**config.mk**
```make
export PLATFORM = sky130hd
export DESIGN_NAME = ascon_perm_ctrl
export DESIGN_NICKNAME = d
export VERILOG_FILES = /design/src/rtl/ascon_pkg.sv /design/src/rtl/ascon_round.sv /design/src/rtl/ascon_perm_ctrl.sv
export SDC_FILE = /design/constraint.sdc
export NUM_CORES = 2
export LEC_CHECK = 0
export ABC_CLOCK_PERIOD_IN_PS = 3370
export CAP_MARGIN = 20
export CORE_AREA = 2 2 257 259
export CTS_CLUSTER_SIZE = 14
export DETAILED_ROUTE_END_ITERATION = 8
export DIE_AREA = 0 0 259 261
export GPL_TIMING_DRIVEN = 0
export PLACE_DENSITY = 0.78
export SYNTH_ARGS = -nofsm -noshare
export SYNTH_HDL_FRONTEND = slang
export SYNTH_SLANG_ARGS = --single-unit
```
**constraint.sdc**
```tcl
create_clock -name clk -period 3.37 [get_ports clk]
set_clock_uncertainty 0.2 [all_clocks]
set_input_delay 0.8425 -clock clk [delete_from_list [all_inputs] [get_ports clk]]
set_output_delay 0.8425 -clock clk [all_outputs]
set_load 0.005 [all_outputs]
```
**src/rtl/ascon_pkg.sv**
```systemverilog
// Shared ASCON definitions: state layout, S-box truth table, round constants
// and the controller FSM encoding.
package ascon_pkg;

   localparam int LANE_W  = 64;
   localparam int N_LANES = 5;
   localparam int STATE_W = LANE_W * N_LANES;

   // Lane 0 (x0) occupies the most significant 64 bits of the packed state.
   typedef logic [0:N_LANES-1][LANE_W-1:0] state_t;

   typedef enum logic [1:0] {
      S_IDLE = 2'd0,
      S_RUN  = 2'd1,
      S_DONE = 2'd2
   } fsm_t;

   // Indexed by the column {x0[i],x1[i],x2[i],x3[i],x4[i]}; result uses the same bit order.
   localparam logic [0:31][4:0] SBOX = {
      5'h04, 5'h0b, 5'h1f, 5'h14, 5'h1a, 5'h15, 5'h09, 5'h02,
      5'h1b, 5'h05, 5'h08, 5'h12, 5'h1d, 5'h03, 5'h06, 5'h1c,
      5'h1e, 5'h13, 5'h07, 5'h0e, 5'h00, 5'h0d, 5'h11, 5'h18,
      5'h10, 5'h0c, 5'h01, 5'h19, 5'h16, 5'h0a, 5'h0f, 5'h17
   };

   // Constant for schedule index 0..11: F0, E1, D2, ... 5A, 4B.
   function automatic logic [7:0] round_const(input logic [3:0] idx);
      return {4'hF - idx, idx};
   endfunction

   function automatic logic [LANE_W-1:0] rotr(input logic [LANE_W-1:0] x, input int unsigned amt);
      logic [2*LANE_W-1:0] dbl;
      dbl = {x, x} >> amt;
      return dbl[LANE_W-1:0];
   endfunction

   function automatic state_t unpack_state(input logic [STATE_W-1:0] flat);
      return state_t'(flat);
   endfunction

   function automatic logic [STATE_W-1:0] pack_state(input state_t st);
      return STATE_W'(st);
   endfunction

   function automatic logic [LANE_W-1:0] get_lane(input state_t st, input int unsigned idx);
      return st[idx];
   endfunction

endpackage

```
**src/rtl/ascon_round.sv**
```systemverilog
// One ASCON round, purely combinational: constant addition into x2,
// bitsliced 5-bit S-box layer, then the per-lane linear diffusion layer.
module ascon_round
   import ascon_pkg::*;
(
   input  state_t     st_in,
   input  logic [7:0] rc,
   output state_t     st_out
);

   state_t     st_c;
   state_t     st_s;
   logic [4:0] col_in;
   logic [4:0] col_out;

   always_comb begin
      st_c          = st_in;
      st_c[2][7:0]  = st_in[2][7:0] ^ rc;
   end

   always_comb begin
      st_s    = '0;
      col_in  = '0;
      col_out = '0;
      for (int i = 0; i < LANE_W; i++) begin
         col_in     = {st_c[0][i], st_c[1][i], st_c[2][i], st_c[3][i], st_c[4][i]};
         col_out    = SBOX[col_in];
         st_s[0][i] = col_out[4];
         st_s[1][i] = col_out[3];
         st_s[2][i] = col_out[2];
         st_s[3][i] = col_out[1];
         st_s[4][i] = col_out[0];
      end
   end

   // Each lane is mixed only with rotated copies of itself.
   always_comb begin
      st_out    = '0;
      st_out[0] = st_s[0] ^ rotr(st_s[0], 19) ^ rotr(st_s[0], 28);
      st_out[1] = st_s[1] ^ rotr(st_s[1], 61) ^ rotr(st_s[1], 39);
      st_out[2] = st_s[2] ^ rotr(st_s[2], 1)  ^ rotr(st_s[2], 6);
      st_out[3] = st_s[3] ^ rotr(st_s[3], 10) ^ rotr(st_s[3], 17);
      st_out[4] = st_s[4] ^ rotr(st_s[4], 7)  ^ rotr(st_s[4], 41);
   end

endmodule

```
**src/rtl/ascon_perm_ctrl.sv**
```systemverilog
// Iterative ASCON permutation sequencer: accepts a state, runs the tail of the
// constant schedule one round per clock, and holds the result until taken.
module ascon_perm_ctrl
   import ascon_pkg::*;
#(
   parameter int MAX_ROUNDS = 12,
   parameter int CNT_W      = 4
) (
   input  logic               clk,
   input  logic               rst_n,
   input  logic               in_valid,
   output logic               in_ready,
   input  logic [CNT_W-1:0]   rounds,
   input  logic [STATE_W-1:0] s_in,
   input  logic               abort,
   output logic               out_valid,
   input  logic               out_ready,
   output logic [STATE_W-1:0] s_out,
   output logic               busy
);

   localparam logic [CNT_W-1:0] MAX_R  = CNT_W'(MAX_ROUNDS);
   localparam logic [CNT_W-1:0] LAST_R = CNT_W'(MAX_ROUNDS - 1);

   fsm_t             fsm_q, fsm_d;
   state_t           st_q, st_d;
   state_t           st_rnd;
   logic [CNT_W-1:0] ridx_q, ridx_d;
   logic [CNT_W-1:0] n_eff;
   logic [3:0]       ridx4;

   assign n_eff = (rounds > MAX_R) ? MAX_R : rounds;
   assign ridx4 = 4'(ridx_q);

   ascon_round u_round (
      .st_in  (st_q),
      .rc     (round_const(ridx4)),
      .st_out (st_rnd)
   );

   always_ff @(posedge clk or negedge rst_n) begin
      if (!rst_n) begin
         fsm_q  <= S_IDLE;
         st_q   <= '0;
         ridx_q <= '0;
      end else begin
         fsm_q  <= fsm_d;
         st_q   <= st_d;
         ridx_q <= ridx_d;
      end
   end

   always_comb begin
      fsm_d  = fsm_q;
      st_d   = st_q;
      ridx_d = ridx_q;
      case (fsm_q)
         S_IDLE: begin
            // abort has no meaning here, a simultaneous request is still taken
            if (in_valid) begin
               st_d   = unpack_state(s_in);
               ridx_d = MAX_R - n_eff;
               fsm_d  = (n_eff == '0) ? S_DONE : S_RUN;
            end
         end
         S_RUN: begin
            if (abort) begin
               st_d   = '0;
               ridx_d = '0;
               fsm_d  = S_IDLE;
            end else begin
               st_d = st_rnd;
               if (ridx_q == LAST_R) begin
                  ridx_d = '0;
                  fsm_d  = S_DONE;
               end else begin
                  ridx_d = ridx_q + 1'b1;
               end
            end
         end
         S_DONE: begin
            if (abort) begin
               st_d   = '0;
               ridx_d = '0;
               fsm_d  = S_IDLE;
            end else if (out_ready) begin
               fsm_d = S_IDLE;
            end
         end
         default: begin
            st_d   = '0;
            ridx_d = '0;
            fsm_d  = S_IDLE;
         end
      endcase
   end

   assign in_ready  = (fsm_q == S_IDLE);
   assign busy      = (fsm_q == S_RUN);
   assign out_valid = (fsm_q == S_DONE);
   assign s_out     = pack_state(st_q);

endmodule
```
==> results.json <==
{
  "run_status": "finished with violations",
  "violations": "negative setup slack",
  "maxSlewViolCount": 0,
  "cpPeakStageDelay_ns": 0.86,
  "cts_buffer_depth": 3,
  "tritoncts": "built",
  "drive_above_1_share_pct": 6.40,
  "rsz0062_at_grt": "true",
  "layout_commonest_cell": "clkdlybuf4s50_1",
  "antenna_found_initial": 6,
  "first_pass_iters": 7,
  "slew_headroom_pct": 8.76,
  "crit_path_start_kind": "flip-flop",
  "path_depth": 7,
  "final_cell_mix": "clkdlybuf4s50_1 (649), xnor2_1 (600), ha_1 (356), a21oi_1 (326), dfrtp_1 (324)",
  "cts.sinks": 326,
  "criticalPathCategory": "flip-flop to flip-flop",
  "ys_ff_latch": 326,
  "min_period_over_period_pct": 102,
  "grt_pass1_wl_um": 244000,
  "gp_congestion": 1.09,
  "rows": 94,
  "route.antenna.remaining_nets": 0,
  "die_h_um": 261,
  "syn-cell-area_mm2": 0.0327,
  "hold_path_class": "primary input to asynchronous set/reset pin",
  "timing.final.ws_setup_ns": -0.0686,
  "grt_max_degree": 113,
  "clk_pin_slew_ns": 0.06,
  "route.detailed.drc": 0,
  "post_drt_via_cell_ratio": 6.46,
  "worstPathCellList": "inv_1 -> ha_1 -> clkbuf_1 -> mux2i_1 -> xnor2_1 -> xnor2_1 -> o21ai_0",
  "critPathTopFamily": "XOR/XNOR gates",
  "cts_setup_buffers": 0,
  "synth_cell_types": 58,
  "setup_viol": 8,
  "worstRegToRegCells": 7,
  "drv_cap": 0,
  "fin_area_mm2": 0.0424,
  "timing.fmax_mhz": 291,
  "crit_top_cell": "xnor2_1",
  "synth_flop_cell": "dfrtp_1",
  "first_global_vias": 31700,
  "postSynthCellCount": 3770,
  "dieArea_mm2": 0.0676,
  "critPathCaptureType": "flip-flop",
  "overflow": 0,
  "synth-edff-count": 0,
  "vias": 34900,
  "initial_core_util_pct": 50.3,
  "pre_cts_ws_ns": -0.900,
  "detailed_place_hpwl_um": 148000,
  "cts-root-buf": "clkbuf_16",
  "yosysWarnings": 0,
  "drt_wl_total_um": 181000,
  "worst_slew_pin_slew_ns": 1.33,
  "htree_levels": 2,
  "required_ns": 3.62,
  "syn-num-nets": 4455,
  "wl_per_cell_um": 33.5,
  "area_growth_pct": 29.7,
  "die_w_um": 259,
  "worstSkewPairLatency_ns": 0.60,
  "final_util_pct": 65.2,
  "yosysSeqAreaShare_pct": 24.9,
  "whs_ns": 0.404,
  "slowest_stage": "mux2i_1",
  "core_mm2": 0.0650,
  "final_hold_viol_count": 0,
  "arrival_ns": 3.69,
  "grtUsageTotal_pct": 51.7,
  "placed_area_mm2": 0.0406,
  "postSynthAreaPerCell_um2": 8.67,
  "critPathMaxFanout": 8,
  "post-route-min-period_ns": 3.44,
  "drt_iter0_drc": 5501,
  "nNetsFinal": 5184,
  "io_pins": 652,
  "cts_buffers": 42,
  "synth_async_sr_flop_share_pct": 100,
  "critPathBufInv": 2,
  "io_buffers": 651
}
final timing paths:
| kind | slack (ns) | end | start |
|---|---|---|---|
| min | 0.40 | s_out[83]$_DFFE_PN0P_ | rst_n |
| max reg2reg | -0.07 | s_out[37]$_DFFE_PN0P_ | s_out[44]$_DFFE_PN0P_ |
| min reg2reg | 0.42 | s_out[61]$_DFFE_PN0P_ | s_out[61]$_DFFE_PN0P_ |
| max in group asynchronous | 1.07 | s_out[53]$_DFFE_PN0P_ | rst_n |
| min in group clk | 0.42 | s_out[61]$_DFFE_PN0P_ | s_out[61]$_DFFE_PN0P_ |
| max | -0.07 | s_out[37]$_DFFE_PN0P_ | s_out[44]$_DFFE_PN0P_ |
through the flow:
| stage | setup TNS, ns | cells |
|---|---|---|
| 6_report | -0.281 | 5399 |
| 5_1_grt | -0.0981 | 5395 |
| 4_1_cts | 0 | 5388 |
| 3_5_place_dp | -201.34 | 5312 |
| 3_3_place_gp | -4932.21 | 5285 |
| 2_1_floorplan | 0 | 3770 |
worst reg2reg max path, stage by stage (launching register included):
cell	delay, ns
dfrtp_1	0.52
inv_1	0.14
ha_1	0.30
clkbuf_1	0.19
mux2i_1	0.86
xnor2_1	0.48
xnor2_1	0.46
o21ai_0	0.14
logic make-up (layout without fill, tap and decap cells):
family | after synthesis | in the layout | share of synthesized area (%)
buf+inv | 509 | 1270 | 6.21
mux | 64 | 64 | 2.07
simple gates | 570 | 570 | 8.17
fa+ha+maj | 373 | 373 | 14.1
compound gates | 1024 | 1024 | 19.8
other cells | 0 | 4 | 0
xor+xnor | 904 | 904 | 24.7
flops | 326 | 326 | 24.9
what timing repair did:
item / 4_1_cts / 5_1_grt
hold buffers: 1 / 0
hold endpoints to repair: 2 / 0
endpoints found under the setup margin: 241 / 46
gates resized for setup: 45 / 37
pin swaps: 0 / 4
Yosys cell counts, drive strengths merged (2+ instances only):
master,count,area share (%)
o22a,2,0.054
mux2i,61,1.9
o21a,2,0.046
o311ai,2,0.054
nand3,32,0.49
a31oi,8,0.15
ha,356,14
xor2,279,7.6
o31ai,8,0.18
or4,8,0.18
buf,103,1.5
inv,245,2.8
nor3b,13,0.30
o41ai,3,0.13
nand2b,11,0.21
xnor2,625,17
nor2,196,2.2
nor2b,33,0.63
or3,18,0.34
dfrtp,326,25
o22ai,52,0.99
a22oi,137,3.1
nor3,127,1.9
and2,2,0.038
a211oi,6,0.14
maj3,17,0.52
a211o,11,0.29
a221oi,122,3.3
clkbuf,161,1.8
or2,2,0.038
a32oi,4,0.11
a22o,50,1.3
a21oi,341,5.3
and3,23,0.44
mux4,3,0.21
nor4,9,0.17
nand2,94,1.1
o221ai,3,0.080
o211ai,18,0.41
a21o,10,0.23
a221o,2,0.061
o21ai,241,3.7
state kept, by name (all words and copies together), names as in the netlist:
name	flops
fsm_q	2
ridx4	4
s_out	320
metal layers:
| layer | track usage, % | part of all wire (%) | vias up | wire, um |
|---|---|---|---|---|
| met5 | 0 | 0.026 | - | 47 |
| met4 | 38.6 | 9.3 | 8 | 16800 |
| li1 | - | - | 14500 | - |
| met1 | 63.8 | 36 | 16800 | 64700 |
| met3 | 16.7 | 14 | 748 | 25200 |
| met2 | 75.5 | 41 | 2830 | 74300 |
area by class of cell:
cell class	instances	area [um2]
Buffer	260	1160
Antenna cell	4	10.0
Clock buffer	60	1260
Timing Repair Buffer	689	6910
Fill cell	5627	22600
Clock inverter	16	188
Inverter	245	920
Tap cell	864	1080
Multi-Input combinational cell	2935	22700
Sequential cell	326	8160
Power is left out: the tool's default activity adds up to more than one toggle a clock period on the data nets, which glitch-free logic cannot reach.
